===== config.mk =====
export PLATFORM = sky130hd
export DESIGN_NAME = ps2_host_tx
export DESIGN_NICKNAME = d
export VERILOG_FILES = /design/src/rtl/ps2_pkg.sv /design/src/rtl/ps2_line_sync.sv /design/src/rtl/ps2_host_tx.sv
export SDC_FILE = /design/constraint.sdc
export NUM_CORES = 1
export LEC_CHECK = 0
export ABC_AREA = 1
export BUFFER_PORTS_ARGS = -buffer_cell sky130_fd_sc_hd__buf_2
export CAP_MARGIN = 0
export CORE_MARGIN = 8
export CORE_UTILIZATION = 45
export CTS_CLUSTER_DIAMETER = 120
export DETAILED_ROUTE_END_ITERATION = 12
export PLACE_DENSITY = 0.64
export SLEW_MARGIN = 20
export SYNTH_ARGS = -nofsm -noshare
export SYNTH_HDL_FRONTEND = slang
export SYNTH_SLANG_ARGS = --single-unit

===== constraint.sdc =====
create_clock -name CLK -period 1.9 [get_ports CLK]
set_clock_uncertainty 0.05 [all_clocks]
set_input_delay 0.095 -clock CLK [delete_from_list [all_inputs] [get_ports CLK]]
set_output_delay 0.095 -clock CLK [all_outputs]
set_load 0.02 [all_outputs]

===== src/rtl/ps2_pkg.sv =====
// ps2_pkg: shared definitions for the PS/2 host transmitter and receive path.
//   - ps2_tx_state_t : transmitter FSM states (also exported on the debug port)
//   - ERR_*          : err_code values reported by ps2_host_tx
//   - PS2_CMD_*      : common host-to-keyboard command bytes
//   - max3           : constant helper used to size the shared timer
package ps2_pkg;

    typedef enum logic [3:0] {
        ST_IDLE      = 4'd0,
        ST_INHIBIT   = 4'd1,
        ST_RTS       = 4'd2,
        ST_DATA      = 4'd3,
        ST_PARITY    = 4'd4,
        ST_STOP      = 4'd5,
        ST_WAIT_IDLE = 4'd6,
        ST_DONE      = 4'd7,
        ST_ABORT     = 4'd8
    } ps2_tx_state_t;

    localparam logic [1:0] ERR_NONE     = 2'b00;
    localparam logic [1:0] ERR_START_TO = 2'b01;
    localparam logic [1:0] ERR_FRAME_TO = 2'b10;
    localparam logic [1:0] ERR_NACK     = 2'b11;

    localparam logic [7:0] PS2_CMD_SET_LEDS = 8'hED;
    localparam logic [7:0] PS2_CMD_RESET    = 8'hFF;
    localparam logic [7:0] PS2_CMD_ENABLE   = 8'hF4;
    localparam logic [7:0] PS2_ACK_BYTE     = 8'hFA;

    function automatic int max3(input int a, input int b, input int c);
        int m;
        m = (a > b) ? a : b;
        return (m > c) ? m : c;
    endfunction

endpackage


===== src/rtl/ps2_line_sync.sv =====
// ps2_line_sync: brings the raw open-drain PS/2 pins into the CLK domain.
//   CLK, reset_keyboard : system clock, asynchronous active-high reset
//   ps2_clk_in/dat_in   : raw pin levels (asynchronous)
//   clk_sync/dat_sync   : 2-FF synchronised levels (reset to the idle level 1)
//   clk_fall            : 1-cycle strobe on a 1->0 transition of clk_sync
module ps2_line_sync (
    input  logic CLK,
    input  logic reset_keyboard,
    input  logic ps2_clk_in,
    input  logic ps2_dat_in,
    output logic clk_sync,
    output logic dat_sync,
    output logic clk_fall
);

    logic [1:0] clk_ff;
    logic [1:0] dat_ff;
    logic       clk_prev;

    always_ff @(posedge CLK or posedge reset_keyboard) begin
        if (reset_keyboard) begin
            clk_ff   <= 2'b11;
            dat_ff   <= 2'b11;
            clk_prev <= 1'b1;
        end else begin
            clk_ff   <= {clk_ff[0], ps2_clk_in};
            dat_ff   <= {dat_ff[0], ps2_dat_in};
            clk_prev <= clk_ff[1];
        end
    end

    assign clk_sync = clk_ff[1];
    assign dat_sync = dat_ff[1];
    assign clk_fall = clk_prev & ~clk_ff[1];

endmodule


===== src/rtl/ps2_host_tx.sv =====
// ps2_host_tx: host-to-device PS/2 transmitter for one command byte.
//   CLK, reset_keyboard      : system clock, asynchronous active-high reset
//   cmd_data/valid/ready     : command input handshake
//   ps2_clk_in/ps2_dat_in    : raw pin levels
//   clk_drive_low/dat_drive_low : open-drain pull-down enables for the pins
//   busy                     : high outside IDLE; receive path ignores the lines
//   tx_done/tx_error         : 1-cycle completion / abort pulses
//   err_code                 : reason of the last abort, cleared on accept
//   dbg_state                : current FSM state
//
// Handshake: a command is taken on a rising CLK edge where cmd_valid and
// cmd_ready are both high. cmd_ready depends only on the state (high in IDLE),
// never on cmd_valid. cmd_valid seen while busy is dropped, not queued.
module ps2_host_tx
    import ps2_pkg::*;
#(
    parameter int INHIBIT_CYCLES       = 5000,
    parameter int START_TIMEOUT_CYCLES = 750000,
    parameter int FRAME_TIMEOUT_CYCLES = 100000
) (
    input  logic          CLK,
    input  logic          reset_keyboard,
    input  logic [7:0]    cmd_data,
    input  logic          cmd_valid,
    output logic          cmd_ready,
    input  logic          ps2_clk_in,
    input  logic          ps2_dat_in,
    output logic          clk_drive_low,
    output logic          dat_drive_low,
    output logic          busy,
    output logic          tx_done,
    output logic          tx_error,
    output logic [1:0]    err_code,
    output ps2_tx_state_t dbg_state
);

    localparam int TW = $clog2(max3(INHIBIT_CYCLES, START_TIMEOUT_CYCLES,
                                    FRAME_TIMEOUT_CYCLES) + 1);
    localparam logic [TW-1:0] INH_LAST   = TW'(INHIBIT_CYCLES - 1);
    localparam logic [TW-1:0] INH_PRE    = TW'(INHIBIT_CYCLES - 2);
    localparam logic [TW-1:0] START_LAST = TW'(START_TIMEOUT_CYCLES - 1);
    localparam logic [TW-1:0] FRAME_LAST = TW'(FRAME_TIMEOUT_CYCLES - 1);
    localparam logic [TW-1:0] TMR_MAX    = '1;

    ps2_tx_state_t state;
    logic [8:0]    shift_q;    // {parity, data}, shifted out LSB first
    logic [3:0]    edge_cnt;   // device falling edges seen in this frame
    logic [TW-1:0] timer;
    logic [TW-1:0] timer_inc;
    logic          clk_sync;
    logic          dat_sync;
    logic          clk_fall;

    ps2_line_sync u_sync (
        .CLK            (CLK),
        .reset_keyboard (reset_keyboard),
        .ps2_clk_in     (ps2_clk_in),
        .ps2_dat_in     (ps2_dat_in),
        .clk_sync       (clk_sync),
        .dat_sync       (dat_sync),
        .clk_fall       (clk_fall)
    );

    // Saturating increment: the timer never wraps back to zero.
    assign timer_inc = (timer == TMR_MAX) ? timer : timer + 1'b1;
    assign dbg_state = state;

    always_ff @(posedge CLK or posedge reset_keyboard) begin
        if (reset_keyboard) begin
            state         <= ST_IDLE;
            shift_q       <= '0;
            edge_cnt      <= '0;
            timer         <= '0;
            cmd_ready     <= 1'b1;
            clk_drive_low <= 1'b0;
            dat_drive_low <= 1'b0;
            busy          <= 1'b0;
            tx_done       <= 1'b0;
            tx_error      <= 1'b0;
            err_code      <= ERR_NONE;
        end else begin
            tx_done  <= 1'b0;
            tx_error <= 1'b0;
            case (state)
                ST_IDLE: begin
                    if (cmd_valid) begin
                        shift_q       <= {~^cmd_data, cmd_data};
                        err_code      <= ERR_NONE;
                        edge_cnt      <= '0;
                        timer         <= '0;
                        busy          <= 1'b1;
                        cmd_ready     <= 1'b0;
                        clk_drive_low <= 1'b1;
                        // A one-cycle inhibit already is its own last cycle.
                        dat_drive_low <= (INHIBIT_CYCLES == 1);
                        state         <= ST_INHIBIT;
                    end
                end
                ST_INHIBIT: begin
                    if (timer == INH_LAST) begin
                        clk_drive_low <= 1'b0;   // data stays low: start bit
                        timer         <= '0;
                        state         <= ST_RTS;
                    end else begin
                        timer <= timer_inc;
                        if (timer == INH_PRE) dat_drive_low <= 1'b1;
                    end
                end
                ST_RTS: begin
                    if (clk_fall) begin
                        dat_drive_low <= ~shift_q[0];
                        shift_q       <= {1'b0, shift_q[8:1]};
                        edge_cnt      <= 4'd1;
                        timer         <= '0;     // frame timer starts here
                        state         <= ST_DATA;
                    end else if (timer == START_LAST) begin
                        dat_drive_low <= 1'b0;
                        tx_error      <= 1'b1;
                        err_code      <= ERR_START_TO;
                        state         <= ST_ABORT;
                    end else begin
                        timer <= timer_inc;
                    end
                end
                ST_DATA, ST_PARITY, ST_STOP, ST_WAIT_IDLE: begin
                    if (timer == FRAME_LAST) begin
                        dat_drive_low <= 1'b0;
                        tx_error      <= 1'b1;
                        err_code      <= ERR_FRAME_TO;
                        state         <= ST_ABORT;
                    end else begin
                        timer <= timer_inc;
                        if (state == ST_WAIT_IDLE) begin
                            if (clk_sync && dat_sync) begin
                                tx_done <= 1'b1;
                                state   <= ST_DONE;
                            end
                        end else if (clk_fall) begin
                            edge_cnt <= edge_cnt + 4'd1;
                            if (state == ST_DATA) begin
                                // After bit7 shift_q[0] holds the parity bit.
                                dat_drive_low <= ~shift_q[0];
                                shift_q       <= {1'b0, shift_q[8:1]};
                                if (edge_cnt == 4'd8) state <= ST_PARITY;
                            end else if (state == ST_PARITY) begin
                                dat_drive_low <= 1'b0;   // stop bit = 1
                                state         <= ST_STOP;
                            end else if (!dat_sync) begin
                                state <= ST_WAIT_IDLE;   // device ACK
                            end else begin
                                tx_error <= 1'b1;
                                err_code <= ERR_NACK;
                                state    <= ST_ABORT;
                            end
                        end
                    end
                end
                ST_DONE, ST_ABORT: begin
                    busy      <= 1'b0;
                    cmd_ready <= 1'b1;
                    state     <= ST_IDLE;
                end
                default: begin
                    clk_drive_low <= 1'b0;
                    dat_drive_low <= 1'b0;
                    busy          <= 1'b0;
                    cmd_ready     <= 1'b1;
                    state         <= ST_IDLE;
                end
            endcase
        end
    end

endmodule


### Word-level counts from Yosys, hierarchy flattened

Index checks and enable logic that the tools add are counted.
Widths: inputs -> output; s select.

| word-level totals | value |
|---|---|
| bits in registers | 50 |
| input bits | 13 |
| output and inout bits | 12 |
| word-level logic and storage cells | 147 |

| operators by class | value |
|---|---|
| add/subtract/negate cells | 2 |
| eq/ne operators | 36 |
| multiplexer cells | 72 |
| bitwise gates (word level) | 6 |
| reduce and logical (&&, ||, !) cells | 17 |

Operators by type and width:

| kind | number |
|---|---|
| $mux 20 | 6 |
| $pmux 20 s4 | 1 |
| $mux 4 | 17 |
| $mux 9 | 6 |
| $eq 20x13->1 const B | 2 |
| $eq 20x20->1 const B | 2 |
| $pmux 9 s3 | 1 |
| $mux 1 | 24 |
| $ne 2x2->1 const B | 11 |
| $add 20x1->20 const B | 1 |
| $eq 20x17->1 const B | 1 |
| $mux 2 | 9 |
| $ne 3x3->1 const B | 6 |
| $eq 4x3->1 const B | 4 |
| $pmux 4 s4 | 1 |
| $ne 4x4->1 const B | 3 |
| $pmux 4 s3 | 1 |
| $reduce_and 6->1 | 2 |
| $reduce_and 9->1 | 1 |
| $eq 4x2->1 const B | 2 |
| $eq 4x4->1 const B | 2 |
| $reduce_and 8->1 | 1 |
| $reduce_xnor 8->1 | 1 |
| $reduce_and 7->1 | 1 |
| 21 further kinds | 27 |

### Depth between registers and ports, before layout

| depth | value |
|---|---|
| depth after elaboration | 7 |
| mapped depth | 12 |

### Hierarchy

A second synthesis with hierarchy kept.

| unflattened totals | value |
|---|---|
| cells, all modules | 565 |
| area total of the unflattened synthesis | 3,719.8 sq um |

By module, submodules not included:

| module | times used | cells each | area an instance (sq um) | sequential area each (sq um) |
|---|---|---|---|---|
| ps2_host_tx | 1 | 557 | 3,574.7 | 1,127.3 |
| ps2_line_sync | 1 | 8 | 145.1 | 131.4 |

### Worst setup path before layout

Ideal clock, no wire load.

| path | value |
|---|---|
| path kind | reg-to-reg |
| start point | register timer[0] |
| end point | register err_code[1] |
| library setup time | 119 ps |
| arrival | 1,644 ps |
| path slack | 87 ps |
| stages on the path, launching flop included | 11 |
| path buffers | 0 |
| period minus slack after synthesis | 1,813 ps |
| cells stage by stage | dfrtp_1 > ha_1 > nand3_4 > nor2_1 > nand3_1 > nand2_1 > nand3_1 > nor2_1 > nand2_1 > nand2_1 > nand2_1 |

| between the ends | value |
|---|---|
| longest elaborated chain between the ends | 3 |
| elaborated cells on any way between the ends | 11 |
| classes of those cells | eq/ne (8); mux (2); reduce/logical (1) |

RTL lines:

| what | RTL line | RTL |
|---|---|---|
| start: declaration | ps2_host_tx.sv:48 | `logic [TW-1:0] timer;` |
| start signal: assignment | ps2_host_tx.sv:105 | `timer <= timer_inc;` |
| start signal: assignment | ps2_host_tx.sv:122 | `timer <= timer_inc;` |
| start signal: assignment | ps2_host_tx.sv:132 | `timer <= timer_inc;` |
| $eq 20x17->1 / $eq 20x20->1 (equally long branches) | ps2_host_tx.sv:126, ps2_host_tx.sv:116 |  |
| $ne 3x2->1 (no line) (tied with other cells) | - |  |
| $reduce_and 9->1 (no line) / $pmux 2 s3 (equally long branches) | - |  |
| end signal: assignment | ps2_host_tx.sv:119 | `err_code <= ERR_START_TO;` |
| end signal: assignment | ps2_host_tx.sv:129 | `err_code <= ERR_FRAME_TO;` |
| end signal: assignment | ps2_host_tx.sv:152 | `err_code <= ERR_NACK;` |
| end: declaration | ps2_host_tx.sv:33 | `output logic [1:0] err_code,` |

Several ways; a longest one is shown, not always the timed one.
A chain may end at the register's enable or synchronous reset.

### Final worst setup path

| path | value |
|---|---|
| start point | register timer[13] |
| end point | register shift_q[5] |

| between the ends | value |
|---|---|
| longest elaborated chain between the ends | 3 |

RTL lines:

| what | RTL line | RTL |
|---|---|---|
| $eq 20x17->1 | ps2_host_tx.sv:126 | `if (timer == FRAME_LAST) begin` |
| $ne 2x2->1 (no line) | - |  |
| $reduce_and 7->1 (no line) | - |  |
| end signal: assignment | ps2_host_tx.sv:87 | `shift_q <= {~^cmd_data, cmd_data};` |
| end signal: assignment | ps2_host_tx.sv:112 | `shift_q <= {1'b0, shift_q[8:1]};` |
| end signal: assignment | ps2_host_tx.sv:143 | `shift_q <= {1'b0, shift_q[8:1]};` |
| end: declaration | ps2_host_tx.sv:46 | `logic [8:0] shift_q;` |

Every way passes these cells.

==> reports/qor.txt <==
outcome: complete, no violations
final hold viol count: 0
syn_nets: 589
synthesis-to-finish area growth: 22.7%
highest-count cells in the layout ignoring fill and taps: nand2_1, nand3_1, buf_4, nor2_1, inv_1
Final Max Tran Viols: 0
Reg power frac: 0.311
critical path data arrival time: 2.01 ns
most common cell after layout, fill and taps aside: nand2_1
Synth Area per Inst: 6.53 µm²
final period demand of the worst path: 1.85 ns
clock transition at the registers of the reported paths: 0.11 ns
via density per instance: 5.17
WL per Instance: 14.5 µm
top-level port count: 25
input/output buffers: 24
total wirelength of the detailed-routed design: 11.0 mm
vias after detailed routing: 3,910
clock tree from TritonCTS: yes
Clk network pwr share: 0.143
proportion of total power due to net switching: 0.480
fmax: 541 MHz
critical-path maximum fanout: 7
fin crit share: 0.973
Pre-antenna DRT Iters: 4
max capacitance violation total: 0
number of clock sinks seen by CTS: 50
share of cells above drive strength 1: 0.270
# nets final: 667
overall track demand over capacity in global routing: 0.195
Layout Utilization: 0.563
Setup violations, final: 0
RSZ-0062 raised after global routing: true
worst setup timing slack at the placement stage: -0.0573 ns
Critical Path RT: 2.06 ns
net switching power: 2320 µW
deepest clock path buffer count: 2
CP Capture Type: flip-flop
number of diodes added for antenna fixing: 0
initial core utilization: 0.459
post-synth design cell area: 0.00373 mm²
die span in y: 107 µm
sequential cell area fraction in the yosys report: 0.337
nature of the critical path startpoint: flip-flop
number of synthesis warnings: 0
initial drt markers: 199
antenna violations before repair: 0
first-pass GRT wire length: 18.2 mm
summed area of non-filler cells in the final layout: 0.00458 mm²
Core Box Area: 0.00813 mm²
number of H-tree levels: 2
max_slew headroom: 0.507
Clock Tree Root: clkbuf_8
post-route setup slack: 0.0522 ns
Yosys cell types: 38
pin count of the biggest net entering global routing: 36
worst voltage drop across the vdd grid: 0.000944 V
total power: 4830 µW
# rows: 33
type of the worst setup path: reg -> reg
Hold Crit Class: in -> reg
logic gate share of total power: 0.546
Leak: 0.00233 µW
Die Width: 107 µm
insertion delay to the later sink of the worst-skew pair: 0.32 ns
number of buffers inserted during clock tree synthesis: 5
dpl cell area: 0.00428 mm²
number of storage elements in the synthesis netlist: 50
cell internal power dissipation: 2510 µW
half-perimeter wire length of the detailed placement result: 8.36 mm
slew at the pin closest to its max-slew limit: 0.739 ns
synthesized instance count: 572
total power per unit cell area: 1050 mW/mm²
die area: 0.0115 mm²
global-route congestion overflow total: 0
vias in the first global route: 3,865
DRC violation count after routing: 0
last weighted congestion value of the routability-driven placer: 0.934
ANT nets after route: 0
## layout make-up
cell class | instances | area, µm²
fill | 777 | 3550
timing repair buffer | 86 | 601
clock buffer | 5 | 68.8
tap | 105 | 131
inverter | 54 | 210
sequential | 50 | 1280
clock inverter | 3 | 28.8
multi-input combinational | 453 | 2260
## kinds of logic (layout without fill, tap and decap cells)
kind of cell	Yosys count	in the layout	synth area share
flops	50	50	0.337
simple gates	406	406	0.487
buf+inv	69	148	0.0828
fa+ha+maj	4	4	0.0134
xor+xnor	14	14	0.0329
compound gates	29	29	0.0469
## metrics by stage
stage,std cells,setup TNS [ns],hold slack (ns)
after global routing,756,-0.258,0.116
after global placement,739,0,0.151
after detailed placement,739,-0.570,0.152
final,756,0,0.0948
after CTS,752,0,0.0834
after floorplan,572,0,0.0495
## routing by layer
metal,global-route usage,vias to the layer above,share of wire
met5,0,-,0
met4,0.0945,0,0.033
met3,0.0258,22,0.032
met2,0.331,97,0.49
met1,0.237,1803,0.44
li1,-,1988,-
## path summary, 6_finish.rpt
| path | startpoint | to | slack (ns) | cells after the start |
|---|---|---|---|---|
| max | timer[13]$_DFFE_PP0P_ | shift_q[5]$_DFFE_PP0P_ | 0.05 | 9 |
| min | cmd_data[4] | shift_q[4]$_DFFE_PP0P_ | 0.09 | 5 |
| max reg2reg | timer[13]$_DFFE_PP0P_ | shift_q[5]$_DFFE_PP0P_ | 0.05 | 9 |
| min reg2reg | u_sync.dat_ff[0]$_DFF_PP1_ | u_sync.dat_ff[1]$_DFF_PP1_ | 0.31 | 0 |
| max in group asynchronous | reset_keyboard | timer[8]$_DFFE_PP0P_ | 0.73 | 4 |
| min in group asynchronous | reset_keyboard | timer[18]$_DFFE_PP0P_ | 0.39 | 3 |
## power groups by stage
stage	combinational [µW]	clock [µW]	sequential, µW
floorplan	1680	0	1560
global placement	2450	0	1490
detailed placement	2480	0	1500
CTS	2560	718	1480
global route	2940	753	1520
finish	2640	691	1500
## cells in the mapped netlist
master | number | area (µm²)
clkinv_1 | 3 | 11.3
ha_1 | 4 | 50.1
o21ai_0 | 13 | 65.1
buf_1 | 2 | 7.51
nand4_1 | 16 | 100
o211a_1 | 1 | 10.0
o22ai_2 | 1 | 12.5
inv_1 | 44 | 165
nand4_2 | 1 | 12.5
buf_6 | 4 | 45.0
dfrtp_1 | 44 | 1100
xor2_1 | 8 | 70.1
inv_4 | 2 | 12.5
o21a_1 | 1 | 7.51
xnor2_1 | 6 | 52.6
buf_2 | 6 | 30.0
dfstp_2 | 6 | 158
o31ai_1 | 1 | 7.51
nor2_1 | 58 | 218
a21oi_1 | 3 | 15.0
clkbuf_1 | 1 | 3.75
nor2_2 | 7 | 43.8
a22oi_1 | 1 | 7.51
a31oi_1 | 2 | 12.5
nand2_2 | 13 | 81.3
nor3_1 | 10 | 50.1
o21ai_2 | 2 | 17.5
and2_1 | 2 | 12.5
and3b_1 | 1 | 8.76
nand3_1 | 79 | 395
nand3_4 | 2 | 35.0
buf_4 | 2 | 15.0
o21ai_1 | 4 | 20.0
nand3_2 | 3 | 30.0
nand2_1 | 210 | 788
inv_2 | 5 | 18.8
nand3b_1 | 1 | 7.51
nor2_4 | 3 | 33.8
## critical path, cell delays in order (launching register included)
cell     delay, ns
dfrtp_2       0.48
nor2_1        0.16
nand2_1       0.09
nor2_1        0.17
nand3_2       0.20
o22ai_2       0.19
nor2_4        0.10
buf_4         0.17
nand3_1       0.07
nand2_1       0.06
## state kept, by name (all words and copies together) (netlist names)
| signal | cells |
|---|---|
| tx_done | 1 |
| shift_q | 9 |
| clk_drive_low | 1 |
| err_code | 2 |
| dat_drive_low | 1 |
| u_sync.clk_ff | 2 |
| u_sync.dat_ff | 2 |
| edge_cnt | 4 |
| timer | 20 |
| tx_error | 1 |
| busy | 1 |
| u_sync.clk_prev | 1 |
| cmd_ready | 1 |
| dbg_state | 4 |
## timing repair
action	4_1_cts	5_1_grt
buffers inserted	2	4
hold buffers	3	0
setup endpoints to repair	19	42
resized for setup	2	48
pin swaps	1	5
endpoints found under the hold margin	29	0
Power figures use the tool's default switching activity.
